**src/rtl/sar_cdac_ctrl_if.sv**
```systemverilog
// Signal bundle between the SAR controller, the comparator/CDAC front-end and the digital back-end.
interface sar_cdac_ctrl_if #(
  parameter int NBIT       = 6,
  parameter int THERM_BITS = 2
);
  // Comparator handshake: cmp_clk is a one-cycle trigger; the comparator answers with a
  // one-cycle cmp_valid strobe carrying cmp, which is only honoured while a decision is awaited.
  logic                         start;
  logic                         cont;
  logic                         cmp;
  logic                         cmp_valid;
  logic                         cmp_clk;
  logic                         sample;
  logic [(1<<THERM_BITS)-2:0]   cbu;
  logic [NBIT-THERM_BITS-1:0]   cb;
  logic [NBIT-1:0]              dout;
  logic                         dvalid;
  logic                         busy;
  logic                         err;

  modport master (
    input  start, cont, cmp, cmp_valid,
    output cmp_clk, sample, cbu, cb, dout, dvalid, busy, err
  );

  modport slave (
    output start, cont, cmp, cmp_valid,
    input  cmp_clk, sample, cbu, cb, dout, dvalid, busy, err
  );
endinterface

```
**src/rtl/sar_cdac_ctrl.sv**
```systemverilog
// Successive-approximation controller driving a segmented (unary MSB / binary LSB) capacitor DAC.
module sar_cdac_ctrl #(
  parameter int NBIT       = 6,
  parameter int THERM_BITS = 2,
  parameter int TSAMP      = 2,
  parameter int SETTLE     = 1,
  parameter int TMO_CYC    = 15
) (
  input  logic              clk_i,
  input  logic              rst_n_i,
  sar_cdac_ctrl_if.master   bus,
  output logic [2:0]        dbg_state_o
);
  localparam int NU   = (1 << THERM_BITS) - 1;
  localparam int NB   = NBIT - THERM_BITS;
  localparam int CMAX = (TSAMP > SETTLE) ? ((TSAMP > TMO_CYC) ? TSAMP : TMO_CYC)
                                         : ((SETTLE > TMO_CYC) ? SETTLE : TMO_CYC);
  localparam int CW   = $clog2(CMAX + 1);
  localparam int IW   = $clog2(NBIT);

  typedef enum logic [2:0] {
    S_IDLE = 3'd0,
    S_SAMP = 3'd1,
    S_SET  = 3'd2,
    S_FIRE = 3'd3,
    S_WAIT = 3'd4,
    S_DONE = 3'd5
  } state_t;

  state_t            state_q, state_d;
  logic [NBIT-1:0]   code_q, code_d;
  logic [NBIT-1:0]   dout_q, dout_d;
  logic [IW-1:0]     idx_q, idx_d;
  logic [CW-1:0]     cnt_q, cnt_d;
  logic              err_q, err_d;
  logic              dvalid_q, dvalid_d;
  logic [NU-1:0]     cbu_q, cbu_d;
  logic [NB-1:0]     cb_q, cb_d;
  logic              resolve;
  logic              bit_val;
  logic [THERM_BITS-1:0] u;

  always_comb begin
    state_d  = state_q;
    code_d   = code_q;
    dout_d   = dout_q;
    idx_d    = idx_q;
    cnt_d    = cnt_q;
    err_d    = err_q;
    dvalid_d = 1'b0;
    resolve  = 1'b0;
    bit_val  = 1'b1;
    case (state_q)
      S_IDLE: begin
        if (bus.start) begin
          state_d = S_SAMP;
          code_d  = '0;
          err_d   = 1'b0;
          cnt_d   = '0;
        end
      end
      S_SAMP: begin
        if (cnt_q == CW'(TSAMP - 1)) begin
          state_d        = S_SET;
          cnt_d          = '0;
          idx_d          = IW'(NBIT - 1);
          code_d[NBIT-1] = 1'b1;
        end else begin
          cnt_d = cnt_q + 1'b1;
        end
      end
      S_SET: begin
        if (cnt_q == CW'(SETTLE - 1)) begin
          state_d = S_FIRE;
          cnt_d   = '0;
        end else begin
          cnt_d = cnt_q + 1'b1;
        end
      end
      S_FIRE: begin
        state_d = S_WAIT;
        cnt_d   = '0;
      end
      S_WAIT: begin
        // A decision arriving on the timeout edge still counts as a real decision.
        if (bus.cmp_valid) begin
          resolve = 1'b1;
          bit_val = ~bus.cmp;
        end else if (cnt_q == CW'(TMO_CYC - 1)) begin
          resolve = 1'b1;
          err_d   = 1'b1;
        end else begin
          cnt_d = cnt_q + 1'b1;
        end
        if (resolve) begin
          code_d[idx_q] = bit_val;
          cnt_d         = '0;
          if (idx_q != '0) begin
            idx_d                 = idx_q - 1'b1;
            code_d[idx_q - 1'b1]  = 1'b1;
            state_d               = S_SET;
          end else begin
            state_d = S_DONE;
          end
        end
      end
      S_DONE: begin
        dout_d   = code_q;
        dvalid_d = 1'b1;
        cnt_d    = '0;
        if (bus.cont) begin
          state_d = S_SAMP;
          code_d  = '0;
        end else begin
          state_d = S_IDLE;
        end
      end
      default: state_d = S_IDLE;
    endcase
  end

  // Array drive is decoded from the next code so it lines up with the internal code register.
  always_comb begin
    u    = code_d[NBIT-1 -: THERM_BITS];
    cb_d = code_d[NB-1:0];
    for (int j = 0; j < NU; j++) begin
      cbu_d[j] = (THERM_BITS'(j) < u);
    end
  end

  always_ff @(posedge clk_i or negedge rst_n_i) begin
    if (!rst_n_i) begin
      state_q  <= S_IDLE;
      code_q   <= '0;
      dout_q   <= '0;
      idx_q    <= '0;
      cnt_q    <= '0;
      err_q    <= 1'b0;
      dvalid_q <= 1'b0;
      cbu_q    <= '0;
      cb_q     <= '0;
    end else begin
      state_q  <= state_d;
      code_q   <= code_d;
      dout_q   <= dout_d;
      idx_q    <= idx_d;
      cnt_q    <= cnt_d;
      err_q    <= err_d;
      dvalid_q <= dvalid_d;
      cbu_q    <= cbu_d;
      cb_q     <= cb_d;
    end
  end

  assign bus.sample  = (state_q == S_SAMP);
  assign bus.cmp_clk = (state_q == S_FIRE);
  assign bus.busy    = (state_q != S_IDLE);
  assign bus.cbu     = cbu_q;
  assign bus.cb      = cb_q;
  assign bus.dout    = dout_q;
  assign bus.dvalid  = dvalid_q;
  assign bus.err     = err_q;
  assign dbg_state_o = state_q;
endmodule

```
**src/flat_wrapper.sv**
```systemverilog
// flat-port wrapper written by rule: the top's interface ports become plain ports
module sar_cdac_ctrl_flat 
#(
  parameter int NBIT       = 6,
  parameter int THERM_BITS = 2,
  parameter int TSAMP      = 2,
  parameter int SETTLE     = 1,
  parameter int TMO_CYC    = 15
)
  (clk_i, rst_n_i, dbg_state_o, bus_start, bus_cont, bus_cmp, bus_cmp_valid, bus_cmp_clk, bus_sample, bus_cbu, bus_cb, bus_dout, bus_dvalid, bus_busy, bus_err);
  sar_cdac_ctrl_if #(.NBIT(NBIT), .THERM_BITS(THERM_BITS)) bus_i ();
  input  logic clk_i;
  input  logic rst_n_i;
  output logic [2:0] dbg_state_o;
  input wire logic [$bits(bus_i.start)-1:0] bus_start;
  input wire logic [$bits(bus_i.cont)-1:0] bus_cont;
  input wire logic [$bits(bus_i.cmp)-1:0] bus_cmp;
  input wire logic [$bits(bus_i.cmp_valid)-1:0] bus_cmp_valid;
  output wire logic [$bits(bus_i.cmp_clk)-1:0] bus_cmp_clk;
  output wire logic [$bits(bus_i.sample)-1:0] bus_sample;
  output wire logic [$bits(bus_i.cbu)-1:0] bus_cbu;
  output wire logic [$bits(bus_i.cb)-1:0] bus_cb;
  output wire logic [$bits(bus_i.dout)-1:0] bus_dout;
  output wire logic [$bits(bus_i.dvalid)-1:0] bus_dvalid;
  output wire logic [$bits(bus_i.busy)-1:0] bus_busy;
  output wire logic [$bits(bus_i.err)-1:0] bus_err;
  assign bus_i.start = bus_start;
  assign bus_i.cont = bus_cont;
  assign bus_i.cmp = bus_cmp;
  assign bus_i.cmp_valid = bus_cmp_valid;
  assign bus_cmp_clk = bus_i.cmp_clk;
  assign bus_sample = bus_i.sample;
  assign bus_cbu = bus_i.cbu;
  assign bus_cb = bus_i.cb;
  assign bus_dout = bus_i.dout;
  assign bus_dvalid = bus_i.dvalid;
  assign bus_busy = bus_i.busy;
  assign bus_err = bus_i.err;
  sar_cdac_ctrl #(.NBIT(NBIT), .THERM_BITS(THERM_BITS), .TSAMP(TSAMP), .SETTLE(SETTLE), .TMO_CYC(TMO_CYC)) u_core (.clk_i(clk_i), .rst_n_i(rst_n_i), .bus(bus_i), .dbg_state_o(dbg_state_o));
endmodule
```
**config.mk**
```make
export PLATFORM = sky130hd
export DESIGN_NAME = sar_cdac_ctrl_flat
export DESIGN_NICKNAME = d
export VERILOG_FILES = /design/src/rtl/sar_cdac_ctrl_if.sv /design/src/rtl/sar_cdac_ctrl.sv /design/src/flat_wrapper.sv
export SDC_FILE = /design/constraint.sdc
export NUM_CORES = 1
export LEC_CHECK = 0
export CORE_MARGIN = 2
export CORE_UTILIZATION = 56
export DETAILED_ROUTE_END_ITERATION = 6
export HOLD_SLACK_MARGIN = 0.08
export PLACE_DENSITY = 0.83
export SLEW_MARGIN = 5
export SYNTH_ARGS = -nofsm -noshare
export SYNTH_HDL_FRONTEND = slang
export SYNTH_SLANG_ARGS = --single-unit
```
**constraint.sdc**
```tcl
create_clock -name clk_i -period 3.7 [get_ports clk_i]
set_input_delay 1.11 -clock clk_i [delete_from_list [all_inputs] [get_ports clk_i]]
set_output_delay 1.11 -clock clk_i [all_outputs]
set_load 0.02 [all_outputs]
```
Word level (Yosys, flattened, before mapping) --
Cells that the tools add are included.
Operators by class: add/subtract/negate cells 2, order comparisons 7, equality and inequality tests 16, mux-type cells 40, bitwise operators 2, reduce and logical (&&, ||, !) cells 14
Operators by type and width (number):
- two-way mux 3 bit | 8
- two-way mux 4 bit | 6
- two-way mux 6 bit | 4
- case mux 4 bit (5 select lines) | 1
- case mux 3 bit (6 select lines) | 1
- AND reduction 4 bit | 4
- case mux 5 bit (3 select lines) | 1
- two-way mux 1 bit | 13
- less-than comparator 3 x 4 -> 1 bit (second input constant) | 2
- inequality test 2 x 1 -> 1 bit (second input constant) | 4
- bitwise mux 6 bit | 1
- demux 1 bit (select 3 bit) | 2
- equality test 3 x 2 -> 1 bit (second input constant) | 2
- equality test 3 bit (second input constant) | 2
- greater-or-equal comparator 3 x 1 -> 1 bit (second input constant) | 2
- inequality test 2 bit (second input constant) | 3
- inequality test 3 bit (second input constant) | 2
- bitwise OR 6 bit | 1
- case mux 3 bit (2 select lines) | 1
- nonzero test 3 bit | 2
- nonzero test 5 bit | 1
- adder 4 x 1 -> 4 bit (second input constant) | 1
- equality test 4 x 1 -> 1 bit (second input constant) | 1
- equality test 4 bit (second input constant) | 1
- 12 further kinds | 15
Storage, ports and cells: bits in registers 31, input port bits 6, output and inout bits 21, logic and storage cells 90

Logic depth before layout (Yosys ltp) --
word-level depth 10, mapped depth 8

Least setup slack after synthesis --
No wires, ideal clock.
kind register to output, start point register u_core.state_q[1], in the netlist u_core.dbg_state_o[1], end point output bus_cmp_clk, data arrival time 1.332 ns, required time 2.590 ns, path slack 1.258 ns, cell stages (with the launch flop) 3, cell sequence dfrtp_1 > buf_4 > nor3b_1
Between the ends: cells in the longest elaborated chain, start to end 1
Ends and longest elaborated chain:
- start, declared | RTL line sar_cdac_ctrl.sv:30 | state_t state_q, state_d;
- start signal, assigned | RTL line sar_cdac_ctrl.sv:143 | state_q <= state_d;
- equality test 3 x 2 -> 1 bit | RTL line sar_cdac_ctrl.sv:156 | assign bus.cmp_clk = (state_q == S_FIRE);
- end, declared | RTL line flat_wrapper.sv:19 | output wire logic [$bits(bus_i.cmp_clk)-1:0] bus_cmp_clk;
No other way between the ends.

Worst setup path after layout --
Same ends and word-level chain as after synthesis.

==> flow_metrics.py <==
metrics = {
    "outcome": {
        "status": "complete, no violations",
    },
    "clocking": {
        "ctsHoldBuffers": 0,
        "postCtsSetupBuffers": 0,
        "numCtsBuffers": 3,
        "h-tree-depth": 1,
        "clock_tree.root_cell": "clkbuf_4",
        "post_cts_resized": 0,
        "cts_tree": "built",
        "clk_pin_slew_ps": 130,
        "clockBufferDepth": 2,
        "insertion_delay_ps": 310,
        "numClockSinks": 26,
    },
    "min_path": {
        "hp-class": "reg -> reg",
        "min_path_cells": 2,
    },
    "logic_synthesis": {
        "yosysUniqueCellTypes": 49,
        "synth.area.top_cells": "dfrtp_1 (42%), nand2_1 (6.6%), ha_1 (4.9%)",
        "ys_seq_elements": 26,
        "seq_area_frac_synth_pct": 42.28,
        "yosys.area.top_type": "dfrtp_1",
        "yosys_warnings": 0,
        "syn_nets": 178,
        "syn_inst": 166,
        "synth_top_cell_area_share_pct": 42.28,
        "syn-cell-area_um2": 1539,
        "avgSynthCellArea_um2": 9.271,
    },
    "timing": {
        "skew_ps": 11.20,
        "slew_viol_final": 0,
        "period_needed_ps": 3062,
        "fin_crit_sh_pct": 82.76,
        "fin_setup_tns_ps": 0,
        "fmax_mhz": 326.6,
        "worst_slack_ps": 637.7,
        "worstMarginPinSlew_ps": 526.6,
        "setup_viol": 0,
        "rsz0062_at_grt": "no",
        "slew_headroom_pct": 64.89,
        "final_hold_viol_count": 0,
    },
    "finish": {
        "drive_gt1_share_pct": 9.290,
        "regArea_um2": 650.6,
        "layout_common_cells": "nand2_1 (27), dfrtp_1 (26), clkdlybuf4s50_1 (26)",
        "layout_commonest_cell": "nand2_1",
        "nNetsFinal": 197,
        "multi_input_comb_area_um2": 762.0,
        "syn_to_final_growth_pct": 15.61,
        "nFillCells": 213,
        "num_antenna_cells": 0,
    },
    "run": {
        "max_cap_violations": 0,
    },
    "worst_setup_path": {
        "crit_path_end": "bus_cmp_clk",
        "crit_path_start": "u_core.dbg_state_o[1]",
        "reg2reg_depth": 7,
        "timing.rr.start": "u_core.idx_q[0]",
        "cp-start-kind": "flip-flop",
        "cp.arrival_ps": 1950,
        "reg2reg_slack_ps": 1410,
        "critPathCaptureType": "output pin",
        "r2r-end": "u_core.bus.cbu[2]",
        "crit_path_max_fanout": 15,
        "cp.required_ps": 2590,
        "crit_type": "reg -> out",
    },
    "route": {
        "drtIter0Drc": 47,
        "via_per_inst": 5.902,
        "ant_nets": 0,
        "route.detailed.drc": 0,
        "wl_um": 3249,
        "wl_per_cell_um": 15.18,
        "firstDrtPassIters": 4,
        "num_vias": 1263,
    },
    "floorplan": {
        "std_cell_rows": 19,
        "die_h_um": 56.43,
        "initial_utilization_pct": 57.29,
        "fp.dieW_um": 56.43,
        "ioPinCount": 27,
        "core_area_um2": 2686,
        "dieArea_um2": 3184,
    },
    "placed_design": {
        "io_buffers": 26,
        "dp_hpwl_um": 2474,
        "globalplace.congestion": 0.9401,
        "place_ws_ps": 1003,
    },
    "power": {
        "p_sw_uw": 623.8,
        "netSwitchingFraction_pct": 45.13,
        "seqPwrFrac_pct": 36.1,
        "vdd.ir_drop.worst_v": 0.0005039,
        "power.share.clock_pct": 8.2,
        "combPwrFrac_pct": 55.8,
        "intPower_uw": 758.5,
        "total_power_uw": 1382,
        "power_density_nw_per_um2": 776.9,
        "leakage_uw": 0.0008048,
    },
    "global_route": {
        "grt_pass1_wl_um": 5395,
        "grt_overflow_total": 0,
        "track_usage_pct": 21.69,
        "antenna_found_initial": 0,
        "grt_pass1_vias": 1205,
        "grt_max_degree": 27,
    },
}
Yosys cell counts, drive strengths merged:
| cell type | number |
|---|---|
| nor3 | 3 |
| and3 | 3 |
| or2 | 1 |
| a221o | 1 |
| o221ai | 1 |
| o32ai | 2 |
| clkbuf | 3 |
| nor4b | 1 |
| inv | 9 |
| buf | 10 |
| xnor2 | 2 |
| o31ai | 1 |
| a31oi | 7 |
| and4b | 1 |
| or3 | 2 |
| nor4 | 1 |
| ha | 6 |
| a21oi | 12 |
| dfrtp | 26 |
| nor2 | 9 |
| xor2 | 1 |
| o21ai | 11 |
| clkinv | 1 |
| or3b | 1 |
| nor4bb | 1 |
| nand4 | 1 |
| a31o | 1 |
| nand2b | 3 |
| or4b | 1 |
| nand3 | 1 |
| nor3b | 5 |
| a41oi | 1 |
| o221a | 1 |
| o22a | 2 |
| and2 | 1 |
| mux2i | 2 |
| a21o | 1 |
| o311ai | 1 |
| nand2 | 29 |
worst max-delay path, stage by stage, from the launching register on:
cell and delay [ps]:
dfrtp_1 700, nor3b_1 290, clkdlybuf4s50_1 650
worst min path at each step:
| stage | slack (ps) | startpoint | endpoint |
|---|---|---|---|
| after floorplan | 460 | flip-flop | u_core.bus.dout[0] |
| after global placement | 460 | u_core.bus.dout[3] | u_core.bus.dout[3] |
| after detailed placement | 460 | u_core.bus.dout[3] | u_core.bus.dout[3] |
| after CTS | 490 | u_core.bus.dout[3] | u_core.bus.dout[3] |
| after global routing | 530 | u_core.bus.dout[5] | u_core.bus.dout[5] |
| final | 480 | u_core.bus.dout[3] | u_core.bus.dout[3] |
area by class of cell:
type,instances,share of cell area [%]
sequential,26,36.57
tap,31,2.180
timing repair buffer,27,15.05
inverter,10,2.110
multi-input combinational,117,42.83
clock buffer,3,1.266
per-layer routing:
metal | routed length, um | track usage, % | up-vias
li1 | - | - | 619
met1 | 1368 | 27.63 | 593
met2 | 1648 | 35.05 | 41
met3 | 143 | 5.069 | 10
met4 | 88 | 9.524 | 0
met5 | 0 | 0 | -
metrics by stage:
stage,utilization (%),hold slack (ps),std cells,area (um^2)
finish,66.23,483.6,214,1779
CTS,66.23,492.4,214,1779
detailed placement,65.39,461.6,211,1757
global placement,65.39,457.6,211,1757
global route,66.23,527.7,214,1779
floorplan,-,455.6,166,1539
power by group through the flow:
stage	sequential, uW	combinational (uW)	clock (uW)
2_1_floorplan	492	546	0
3_3_place_gp	491	735	0
3_5_place_dp	500	766	0
4_1_cts	495	770	119
5_1_grt	514	839	129
6_report	498	771	113
kinds of logic (layout without fill, tap and decap cells):
logic type | after synthesis | count (layout) | share of synthesized area, %
AND/OR/NAND/NOR | 64 | 64 | 23.42
AO/OA/AOI/OAI | 42 | 42 | 18.21
flip-flops | 26 | 26 | 42.28
buffers and inverters | 23 | 40 | 8.211
adder cells (fa/ha/maj) | 6 | 6 | 4.878
XOR/XNOR | 3 | 3 | 1.708
multiplexers | 2 | 2 | 1.301
No activity file was read; power rests on OpenSTA's default activity.
==> patch, RTL diff (same flow settings) <==
`TSAMP` is set to 2 in 2 places; all go to 4.
--- a/src/rtl/sar_cdac_ctrl.sv
+++ b/src/rtl/sar_cdac_ctrl.sv
@@ -2,7 +2,7 @@
 module sar_cdac_ctrl #(
   parameter int NBIT       = 6,
   parameter int THERM_BITS = 2,
-  parameter int TSAMP      = 2,
+  parameter int TSAMP      = 4,
   parameter int SETTLE     = 1,
   parameter int TMO_CYC    = 15
 ) (
--- a/src/flat_wrapper.sv
+++ b/src/flat_wrapper.sv
@@ -3,7 +3,7 @@
 #(
   parameter int NBIT       = 6,
   parameter int THERM_BITS = 2,
-  parameter int TSAMP      = 2,
+  parameter int TSAMP      = 4,
   parameter int SETTLE     = 1,
   parameter int TMO_CYC    = 15
 )
Check against the original RTL: not equivalent (a bounded check fails within 4 cycles, from zero or initial values and one cycle with rst_n_i low).
==> patch against the unedited design <==
- highest routed layer unchanged
- final cell count decreased by 1.4%
- sequential power up 2%
- critical path type unchanged
- setup slack lost 0.098 ns
- critical path depth unchanged
- sequential cell count did not move
- routed wire length down 3.6%
- critical endpoint is now bus_sample
- synthesized cell count down 1.2%
- total power up 5.9%
- register-to-register slack got worse by 0.17 ns
- synthesized area fell by 1.3%
- cell area is essentially flat
==> patch: results <==
metrics = {
    "sta": {
        "finalClockSkew_ns": 0.0122,
        "tns_ns": 0,
        "tightestPinTransition_ns": 0.515,
        "slew_viol_final": 0,
    },
    "setup_path": {
        "slowest_stage": "clkdlybuf4s50_1",
        "cp_top_family": "buffers and inverters",
        "max_stage_delay_ns": 0.70,
        "worstSetupEndpoint": "bus_sample",
        "crit_fanout": 13,
        "arrival_ns": 2.05,
        "r2r_cells": 7,
        "reg2reg_slack_ns": 1.24,
    },
    "global_route": {
        "grt_max_degree": 27,
        "grt.total_usage": 0.212,
        "grt_first_pass_wirelength_mm": 5.40,
        "antenna_found_initial": 0,
    },
    "drt": {
        "vias": 1228,
        "dr.pass1.iters": 4,
        "first_iter_violations": 48,
        "finalWirelength_mm": 3.13,
    },
    "worst_hold_path": {
        "whs_endpoint": "u_core.bus.dout[0]",
        "hp-class": "flop to flop",
        "hp-start": "u_core.bus.dout[0]",
    },
    "run_status": {
        "status": "completed",
    },
    "logic_synthesis": {
        "seq_area_frac_synth": 0.428,
        "yosys_warnings": 0,
        "ys_types": 45,
        "netlist_top_cells_count": "dfrtp_1, nand2_1, a21oi_1, o21ai_0, inv_1",
        "synthesis.nets": 175,
        "synth_async_sr_flop_share": 1.00,
        "ys_top_cells_by_area": "dfrtp_1, nand2_1, a21oi_1",
    },
    "clock_network": {
        "cts_setup_buffers": 0,
        "clk_latency_ns": 0.33,
        "root_buffer": "clkbuf_4",
        "clk_path_buf_depth": 2,
        "htreeDepth": 1,
        "clk_pin_slew_ns": 0.15,
    },
    "finish": {
        "drive_gt1_frac": 0.0663,
        "num_antenna_cells": 0,
        "fin_nets": 193,
        "fillers": 200,
    },
    "place": {
        "dpl.hpwl_mm": 2.37,
        "gp_congestion": 0.934,
    },
    "power": {
        "sw_frac_of_total": 0.431,
        "leakage_uw": 0.000840,
        "peakVddDrop_uv": 525,
    },
}
[patch: routing by layer]
metal / up-vias / track usage / part of all wire
met5: - / 0 / 0
met4: 0 / 0.0612 / 0.014
met3: 6 / 0.0233 / 0.038
met2: 39 / 0.370 / 0.52
met1: 575 / 0.277 / 0.43
li1: 608 / - / -
[patch: kinds of logic after synthesis]
logic type,Yosys count,share of synthesized area
and+or+nand+nor,59,0.223
AOI/OAI and AO/OA,44,0.181
DFF,26,0.428
buffers and inverters,25,0.0922
muxes,5,0.0338
adders and majority gates,5,0.0412
[patch: power by group through the flow]
| stage | Combinational [µW] | Clock [µW] | Sequential, µW |
|---|---|---|---|
| floorplan | 588 | 0 | 481 |
| global placement | 731 | 0 | 496 |
| detailed placement | 761 | 0 | 510 |
| CTS | 766 | 204 | 504 |
| global route | 837 | 212 | 524 |
| finish | 762 | 197 | 506 |
[patch: layout make-up]
class | count | area share
clock buffer | 3 | 0.0127
clock inverter | 1 | 0.0169
inverter | 11 | 0.0232
multi-input combinational | 113 | 0.410
sequential | 26 | 0.366
tap | 30 | 0.0211
timing repair buffer | 27 | 0.151
[patch: worst reg2reg max path, cell delays in order (launching register included)]
cell     delay (ns)
dfrtp_1        0.62
inv_1          0.21
ha_1           0.25
ha_1           0.38
or4b_2         0.63
a21oi_1        0.14
a21oi_1        0.08
nor2_1         0.10
[patch: stage by stage]
step	total power (µW)	cells	setup slack (ns)	instance area [µm²]	hold WS [ns]
after floorplan	1070	164	1.26	1520	0.456
after global placement	1230	207	0.943	1730	0.458
after detailed placement	1270	207	0.913	1730	0.463
after CTS	1470	211	0.522	1780	0.498
after global routing	1570	211	0.443	1780	0.532
final	1460	211	0.540	1780	0.490
